## src/rtl/neo_sdram_pkg.sv

```systemverilog
// Shared definitions for the SDRAM burst-read fetch path.
//   LINE_WORDS_DEF : default number of 32-bit words per cache line
//   BURST_LEN      : default burst length in halfwords (2 x LINE_WORDS_DEF)
//   fetch_state_e  : fetch FSM states
//   burst_len_of() : burst length in halfwords for a given line size
package neo_sdram_pkg;

  localparam int unsigned LINE_WORDS_DEF = 8;
  localparam int unsigned BURST_LEN      = 2 * LINE_WORDS_DEF;

  typedef enum logic [1:0] {
    StIdle,
    StIssue,
    StFill,
    StResp
  } fetch_state_e;

  function automatic logic [10:0] burst_len_of(input int unsigned words);
    return 11'(2 * words);
  endfunction

endpackage

```

## src/rtl/burst_line_buffer.sv

```systemverilog
// Two-line data store for the burst fetcher: 2 x LINE_WORDS x 32 bits.
//   clk_i                      : clock
//   rst_i                      : synchronous active-high reset (read register only)
//   we_i, wline_i, wword_i,
//   wdata_i                    : synchronous write port
//   re_i, rline_i, rword_i     : read port; data appears on rdata_o after the edge
//   rdata_o                    : registered read data, holds until the next read
module burst_line_buffer #(
  parameter int unsigned LINE_WORDS = 8
) (
  input  logic                          clk_i,
  input  logic                          rst_i,
  input  logic                          we_i,
  input  logic                          wline_i,
  input  logic [$clog2(LINE_WORDS)-1:0] wword_i,
  input  logic [31:0]                   wdata_i,
  input  logic                          re_i,
  input  logic                          rline_i,
  input  logic [$clog2(LINE_WORDS)-1:0] rword_i,
  output logic [31:0]                   rdata_o
);

  localparam int unsigned Depth = 2 * LINE_WORDS;

  // Storage is left unreset so it can map onto MLAB/distributed RAM.
  logic [31:0] mem_q [Depth];
  logic [31:0] rdata_q;

  always_ff @(posedge clk_i) begin
    if (we_i) begin
      mem_q[{wline_i, wword_i}] <= wdata_i;
    end
  end

  always_ff @(posedge clk_i) begin
    if (rst_i) begin
      rdata_q <= '0;
    end else if (re_i) begin
      rdata_q <= mem_q[{rline_i, rword_i}];
    end
  end

  assign rdata_o = rdata_q;

endmodule

```

## src/rtl/sdram_burst_fetch.sv

```systemverilog
// Core-side burst-read initiator with a two-line, round-robin replaced buffer.
//   controller_clk, reset       : clock and synchronous active-high reset
//   core_rd/core_addr           : single-cycle read request, byte address
//   flush                       : invalidate both lines
//   core_q/core_ack/core_busy   : read data, ack pulse, busy while a request is open
//   fill_err                    : sticky, set when a burst ends short
//   burst_rd/addr/len/32bit     : burst request to the SDRAM controller
//   burst_data/_valid/_done     : returned beat stream
module sdram_burst_fetch
  import neo_sdram_pkg::*;
#(
  parameter int unsigned LINE_WORDS = LINE_WORDS_DEF,
  parameter int unsigned ADDR_W     = 26
) (
  input  logic              controller_clk,
  input  logic              reset,
  input  logic              core_rd,
  input  logic [ADDR_W-1:0] core_addr,
  input  logic              flush,
  output logic [31:0]       core_q,
  output logic              core_ack,
  output logic              core_busy,
  output logic              fill_err,
  output logic              burst_rd,
  output logic [ADDR_W-1:0] burst_addr,
  output logic [10:0]       burst_len,
  output logic              burst_32bit,
  input  logic [31:0]       burst_data,
  input  logic              burst_data_valid,
  input  logic              burst_data_done
);

  localparam int unsigned OffW = $clog2(LINE_WORDS);
  localparam int unsigned TagW = ADDR_W - OffW - 2;
  localparam int unsigned BcW  = OffW + 1;
  localparam logic [BcW-1:0] FullCnt = BcW'(LINE_WORDS);

  fetch_state_e state_q, state_d;
  logic [OffW-1:0]         off_q, off_d;
  logic [TagW-1:0]         tag_q, tag_d;
  logic                    sel_q, sel_d;
  logic                    rr_q, rr_d;
  logic [1:0]              valid_q, valid_d;
  logic [1:0][TagW-1:0]    tags_q, tags_d;
  logic [BcW-1:0]          bc_q, bc_d;
  logic                    flush_pend_q, flush_pend_d;
  logic                    fill_err_q, fill_err_d;
  logic                    busy_q, busy_d;
  logic                    ack_q, ack_d;
  logic                    burst_rd_q, burst_rd_d;
  logic [ADDR_W-1:0]       burst_addr_q, burst_addr_d;

  logic [OffW-1:0] off_in;
  logic [TagW-1:0] tag_in;
  logic            beat_take;
  logic [BcW-1:0]  bc_inc;
  logic [1:0]      vmask;
  logic            hit0, hit1;
  logic            unused_addr_lsb;

  assign off_in          = core_addr[OffW+1:2];
  assign tag_in          = core_addr[ADDR_W-1:OffW+2];
  assign unused_addr_lsb = ^core_addr[1:0];

  // Beats past the end of the line are counted out but never stored.
  assign beat_take = (state_q == StFill) && burst_data_valid && (bc_q < FullCnt);
  assign bc_inc    = bc_q + BcW'(beat_take);

  always_comb begin
    state_d      = state_q;
    off_d        = off_q;
    tag_d        = tag_q;
    sel_d        = sel_q;
    rr_d         = rr_q;
    valid_d      = valid_q;
    tags_d       = tags_q;
    bc_d         = bc_q;
    flush_pend_d = flush_pend_q;
    fill_err_d   = fill_err_q;
    busy_d       = busy_q;
    ack_d        = 1'b0;
    burst_rd_d   = 1'b0;
    burst_addr_d = burst_addr_q;
    vmask        = valid_q;
    hit0         = 1'b0;
    hit1         = 1'b0;

    unique case (state_q)
      StIdle: begin
        // A flush (live or deferred) takes effect before the lookup.
        if (flush || flush_pend_q) begin
          vmask = 2'b00;
        end
        valid_d      = vmask;
        flush_pend_d = 1'b0;
        hit0 = vmask[0] && (tags_q[0] == tag_in);
        hit1 = vmask[1] && (tags_q[1] == tag_in);
        if (core_rd && !busy_q) begin
          off_d  = off_in;
          tag_d  = tag_in;
          busy_d = 1'b1;
          if (hit0 || hit1) begin
            sel_d   = !hit0;
            state_d = StResp;
          end else begin
            sel_d          = rr_q;
            valid_d[rr_q]  = 1'b0;
            rr_d           = !rr_q;
            state_d        = StIssue;
          end
        end else if (ack_q) begin
          busy_d = 1'b0;
        end
      end
      StIssue: begin
        flush_pend_d = flush_pend_q || flush;
        burst_rd_d   = 1'b1;
        burst_addr_d = {tag_q, {(OffW + 2){1'b0}}};
        bc_d         = '0;
        state_d      = StFill;
      end
      StFill: begin
        flush_pend_d = flush_pend_q || flush;
        bc_d         = bc_inc;
        if (burst_data_done) begin
          if ((bc_inc == FullCnt) && !(flush_pend_q || flush)) begin
            valid_d[sel_q] = 1'b1;
            tags_d[sel_q]  = tag_q;
          end
          if (bc_inc < FullCnt) begin
            fill_err_d = 1'b1;
          end
          state_d = StResp;
        end
      end
      StResp: begin
        flush_pend_d = flush_pend_q || flush;
        ack_d        = 1'b1;
        state_d      = StIdle;
      end
      default: state_d = StIdle;
    endcase
  end

  always_ff @(posedge controller_clk) begin
    if (reset) begin
      state_q      <= StIdle;
      off_q        <= '0;
      tag_q        <= '0;
      sel_q        <= 1'b0;
      rr_q         <= 1'b0;
      valid_q      <= 2'b00;
      tags_q       <= '0;
      bc_q         <= '0;
      flush_pend_q <= 1'b0;
      fill_err_q   <= 1'b0;
      busy_q       <= 1'b0;
      ack_q        <= 1'b0;
      burst_rd_q   <= 1'b0;
      burst_addr_q <= '0;
    end else begin
      state_q      <= state_d;
      off_q        <= off_d;
      tag_q        <= tag_d;
      sel_q        <= sel_d;
      rr_q         <= rr_d;
      valid_q      <= valid_d;
      tags_q       <= tags_d;
      bc_q         <= bc_d;
      flush_pend_q <= flush_pend_d;
      fill_err_q   <= fill_err_d;
      busy_q       <= busy_d;
      ack_q        <= ack_d;
      burst_rd_q   <= burst_rd_d;
      burst_addr_q <= burst_addr_d;
    end
  end

  // Read is launched in StResp so the registered word lines up with core_ack.
  burst_line_buffer #(
    .LINE_WORDS(LINE_WORDS)
  ) u_buf (
    .clk_i  (controller_clk),
    .rst_i  (reset),
    .we_i   (beat_take),
    .wline_i(sel_q),
    .wword_i(bc_q[OffW-1:0]),
    .wdata_i(burst_data),
    .re_i   (state_q == StResp),
    .rline_i(sel_q),
    .rword_i(off_q),
    .rdata_o(core_q)
  );

  assign core_ack    = ack_q;
  assign core_busy   = busy_q;
  assign fill_err    = fill_err_q;
  assign burst_rd    = burst_rd_q;
  assign burst_addr  = burst_addr_q;
  assign burst_len   = burst_len_of(LINE_WORDS);
  assign burst_32bit = 1'b1;

endmodule

```

## config.mk

```make
export PLATFORM = sky130hd
export DESIGN_NAME = sdram_burst_fetch
export DESIGN_NICKNAME = d
export VERILOG_FILES = /design/src/rtl/neo_sdram_pkg.sv /design/src/rtl/burst_line_buffer.sv /design/src/rtl/sdram_burst_fetch.sv
export SDC_FILE = /design/constraint.sdc
export NUM_CORES = 1
export LEC_CHECK = 0
export BUFFER_PORTS_ARGS = -buffer_cell sky130_fd_sc_hd__buf_2
export CAP_MARGIN = 15
export CELL_PAD_IN_SITES_DETAIL_PLACEMENT = 1
export CELL_PAD_IN_SITES_GLOBAL_PLACEMENT = 1
export CORE_MARGIN = 10
export CORE_UTILIZATION = 30
export CTS_CLUSTER_SIZE = 24
export DETAILED_ROUTE_END_ITERATION = 7
export GPL_ROUTABILITY_DRIVEN = 1
export PLACE_DENSITY = 0.6
export SYNTH_ARGS = -nofsm -noshare
export SYNTH_HDL_FRONTEND = slang
export SYNTH_SLANG_ARGS = --single-unit
```

## constraint.sdc

```tcl
create_clock -name controller_clk -period 6.3 [get_ports controller_clk]
set_input_delay 1.575 -clock controller_clk [delete_from_list [all_inputs] [get_ports controller_clk]]
set_output_delay 1.575 -clock controller_clk [all_outputs]
set_load 0.05 [all_outputs]
```

== Word-level counts from Yosys, hierarchy flattened ==
Memories as Yosys holds them, arrays and structs flattened. A register that Yosys moved wholly into a read port is not among the register bits.
Cells that the tools add are included.
W data, S select, Z words.
Word-level totals
  bits in registers: 102
  memory bits (writable): 512
  bits of input ports: 64
  word-level logic and storage cells: 89
  memories: 1
Operators by class
  $add $sub $neg: 1
  magnitude comparators: 6
  equal/unequal tests: 9
  multiplexer cells: 27
  bitwise gates (word level): 4
  reduce and logical (&&, ||, !) cells: 26
Memory list
  u_buf.mem_q: words 16, width 32, rd ports 1, clocked after Yosys merged registers in 1, wr ports 1, line burst_line_buffer.sv:26  | logic [31:0] mem_q [Depth];
Operators by type and width (count)
  $bwmux W42: 1
  $eq A21 B21 Y1: 2
  $demux W21 S1: 1
  $mux W21: 1
  $mux W2: 9
  $reduce_and A3 Y1: 4
  $mux W1: 9
  $logic_and A1 B1 Y1: 8
  $lt A4 B4 Y1 const B: 2
  $pmux W2 S4: 1
  $pmux W4 S2: 1
  $reduce_and A2 Y1: 3
  $reduce_bool A2 Y1: 3
  $add A4 B1 Y4: 1
  $eq A2 B2 Y1 const B: 2
  $eq A4 B4 Y1 const B: 1
  $logic_not A1 Y1: 4
  $lt A1 B2 Y1 const B: 2
  $ne A2 B2 Y1 const B: 2
  $pmux W2 S2: 1
  $reduce_or A3 Y1: 1
  $and A2 B2 Y2: 1
  $demux W1 S1: 2
  $eq A2 B1 Y1 const B: 1
  other kinds (8): 10

== Logic depth before layout (Yosys ltp) ==
  depth after elaboration: 9
  gate-level depth with buffers: 14
  depth with buffers taken out: 12

== Cells and area by module ==
A second synthesis with hierarchy kept.
Unflattened totals
  cells, all modules: 1741
  area total of the unflattened synthesis: 25284.2 µm²
By module, submodules not included
  burst_line_buffer: times used 1, cells each 1216, area an instance 20948.8 µm², sequential area each 16015.4 µm²
  sdram_burst_fetch: times used 1, cells each 525, area an instance 4335.4 µm², sequential area each 2042.0 µm²

== Worst setup path after synthesis ==
OpenSTA, ideal clock, no wires.
  kind: input to register
  from: in burst_data_valid
  to: mem u_buf.mem_q[0][0], enable pin
  data arrival time: 4.316 ns
  data required time: 5.839 ns
  setup slack: 1.522 ns
  stages on the path: 3
  cells stage by stage: nand2_1 or4_1 nor3_1
Between the ends
  word-level cells in the longest chain between the ends: 4
RTL lines
  from (decl): line sdram_burst_fetch.sv:29  | input logic burst_data_valid,
  $logic_and A1 B1 Y1 (2 in series): line sdram_burst_fetch.sv:66  | assign beat_take = (state_q == StFill) && burst_data_valid && (bc_q < FullCnt);
  $mux W1: line burst_line_buffer.sv:30  | if (we_i) begin
  $mux W1 (implied by the code): line burst_line_buffer.sv:31  | mem_q[{wline_i, wword_i}] <= wdata_i;
  to (decl): line burst_line_buffer.sv:26
No other way between the ends.

== Worst setup path after layout ==
  from: in burst_data_valid
  to: reg tags_q[37] (netlist bit)
Between the ends
  word-level cells in the longest chain between the ends: 6
RTL lines
  $logic_and A1 B1 Y1 (2 in series): line sdram_burst_fetch.sv:66
  $add A4 B1 Y4: line sdram_burst_fetch.sv:67  | assign bc_inc = bc_q + BcW'(beat_take);
  $eq A4 B4 Y1: line sdram_burst_fetch.sv:126  | if ((bc_inc == FullCnt) && !(flush_pend_q || flush)) begin
  $logic_and A1 B1 Y1: line sdram_burst_fetch.sv:126
  $reduce_and A3 Y1 (no line)
  to (signal assigned): line sdram_burst_fetch.sv:168  | tags_q <= tags_d;
  to (decl): line sdram_burst_fetch.sv:44  | logic [1:0][TagW-1:0] tags_q, tags_d;
No other way between the ends.
A chain may end at the register's enable or synchronous reset.

==> reports/results.tsv <==
metric	value	unit
postRouteAntennaNets	0	
path_class	in -> reg	
drtIter0Drc	866	
vias	12300	
place_inst	2454	
power.density	350	nW/um^2
ys_types	35	
die_area	94300	um^2
vdd_drop_max	0.177	mV
clk_path_buf_depth	3	
setup_violations	0	
ios	138	
holdBufCountCts	0	
clock_skew	0.0229	ns
die_y	307	um
rows	105	
grt_max_degree	130	
wl	59700	um
fin_cells	2579	
max_freq	0.298	GHz
port_buffers	118	
grt_first_pass_wirelength	88600	um
required	6.76	ns
grt-ovfl-total	0	
nFillCells	8256	
synthCells	1310	
synth_area	24700	um^2
min_period	3.35	ns
rsz0062_at_grt	no	
grtUsageTotal	12.5	%
syn_to_final_growth	16.5	%
cts-root-buf	clkbuf_16	
holdWs	0.475	ns
clkTransAtPathRegs	0.06	ns
cp_max_fo	21	
tns	0	ns
start_util	30.2	%
drc	0	
cap_violations	0	
slew_headroom	32.0	%
drive_gt1_share	28.2	%
cts_sinks	646	
ys_warn_count	0	
yosysSeqAreaShare	73.0	%
die_w	307	um
outcome	finished, final reports clean	
cp.arrival	3.81	ns
p_leak	9.37	nW
cp-start-kind	input port	
slew_violations	0	
post-cts-setup-buffer-count	0	
gp_congestion	0.725	
cp-end-kind	flop	
p_total	0.0101	W
wl_per_cell	23.2	um
tritoncts	built	
fin_nets	1528	
core_area	82000	um^2
hold_viol_final	0	
vias_per_cell	4.78	
grt_pass1_vias	13400	
antenna_found_initial	11	
dpl.hpwl	34600	um
min_period_over_period	53.2	%
clk_latency	0.61	ns
hold_class	reg -> reg	
drtPass1Iterations	5	
ctsResizeCount	0	
tightest_slew	1.02	ns
post-route-util	35.2	%
avgSynthCellArea	18.9	um^2
cts_max_level	3	
cts-buffers-inserted	72	
ys_ff_latch	646	
-- report_power, final --
part	internal, W	total [W]	switching (W)	leakage (nW)
Combinational	0.000573	0.00136	0.000791	2.62
Sequential	0.00470	0.00479	0.0000870	5.69
Clock	0.00223	0.00392	0.00170	1.06
-- synthesized netlist by cell type --
cell	number	area [um^2]
mux2i_1	95	951
buf_6	1	11.3
a21oi_1	31	155
nor2b_1	2	12.5
dfxtp_1	134	2680
xor2_1	34	298
or2_2	1	6.26
buf_4	28	210
nor4_1	11	68.8
nor3_2	2	20.0
o41ai_1	2	17.5
nor4_2	1	12.5
a31oi_1	1	6.26
conb_1	2	7.51
o21ai_0	2	10.0
o31ai_1	1	7.51
a22oi_1	1	7.51
clkbuf_1	39	146
ha_1	6	75.1
nand3b_1	4	30.0
nand2_1	58	218
nor2_1	117	439
nor3_1	7	35.0
xnor2_1	10	87.6
buf_1	11	41.3
inv_1	5	18.8
nand3_1	7	35.0
edfxtp_1	512	15400
a221oi_1	1	8.76
mux4_2	160	3600
buf_2	9	45.0
nand4_1	5	31.3
o22ai_1	2	12.5
or4_1	2	15.0
nand2b_1	6	37.5
-- final cells by class --
type | count | area [um^2] | area share [%]
Antenna cell | 1 | 2.50 | 0.00868
Sequential cell | 646 | 18100 | 62.7
Clock buffer | 94 | 1900 | 6.61
Inverter | 5 | 18.8 | 0.0651
Multi-Input combinational cell | 586 | 6390 | 22.2
Clock inverter | 30 | 260 | 0.903
Timing Repair Buffer | 147 | 836 | 2.90
Tap cell | 1070 | 1340 | 4.65
-- metrics by stage --
step | cell area, um^2 | setup slack (ns)
2_1_floorplan | 24800 | 1.52
3_3_place_gp | 26600 | 2.36
3_5_place_dp | 26600 | 2.30
4_1_cts | 28800 | 2.96
5_1_grt | 28800 | 2.74
6_report | 28800 | 2.95
-- per-layer routing --
metal,vias to the layer above,wire [um],GRT usage (%)
li1,5415,-,-
met3,107,3390,3.09
met1,6482,26700,16.7
met2,315,28300,20.3
met4,10,1270,3.21
met5,-,65,0
-- worst max-delay path, cell delays in order --
cell	delay [ns]
buf_2	0.10
nand2_1	0.07
nor2_1	0.24
ha_1	0.24
ha_1	0.25
nor2_1	0.16
nand4_1	0.18
nor3_1	0.29
nand2_1	0.10
buf_4	0.31
mux2i_1	0.21
nor2_1	0.06
-- cell families (layout without fill, tap and decap cells) --
kind of cell	Yosys count	in the layout	share of synthesized area, %
buf+inv	93	276	1.91
simple gates	223	223	3.88
xor+xnor	44	44	1.56
fa+ha+maj	6	6	0.303
compound gates	41	41	0.910
mux	255	255	18.4
flops	646	646	73.0
other cells	2	18	0.0304
-- sequential cells by signal, indices dropped and copies added (netlist names), 3 cells and up --
signal,count
bc_q,4
burst_addr,21
off_q,3
tag_q,21
tags_q,42
u_buf.mem_q,512
u_buf.rdata_o,32
-- layout by cell type (no fill, tap or decap), types with 3 or more instances in the layout --
| cell | synthesis | routed |
|---|---|---|
| clkbuf_16 | 0 | 72 |
| nand3_1 | 7 | 7 |
| ha_1 | 6 | 5 |
| xor2_1 | 34 | 34 |
| xnor2_1 | 10 | 10 |
| dfxtp_1 | 134 | 130 |
| conb_1 | 2 | 17 |
| clkbuf_1 | 39 | 20 |
| nor3_2 | 2 | 6 |
| mux2i_1 | 95 | 95 |
| inv_6 | 0 | 3 |
| nand2b_1 | 6 | 6 |
| buf_4 | 28 | 28 |
| nor3_1 | 7 | 3 |
| dfxtp_4 | 0 | 3 |
| inv_1 | 5 | 5 |
| nor2_1 | 117 | 105 |
| nor2_4 | 0 | 12 |
| clkinv_2 | 0 | 10 |
| nand3b_1 | 4 | 4 |
| nand4_1 | 5 | 5 |
| a21oi_1 | 31 | 31 |
| mux4_2 | 160 | 160 |
| nor4_1 | 11 | 11 |
| nand2_1 | 58 | 58 |
| clkinv_1 | 0 | 11 |
| buf_2 | 9 | 117 |
| edfxtp_1 | 512 | 512 |
-- worst paths after layout --
check                         from         end  slack (ns)  cells after the start
hold / removal            fill_err    fill_err        0.48                      2
hold reg to reg           fill_err    fill_err        0.48                      2
setup / recovery  burst_data_valid  tags_q[37]        2.95                     12
setup reg to reg        state_q[0]  tags_q[37]        3.19                     13
Power figures use the tool's default switching activity.
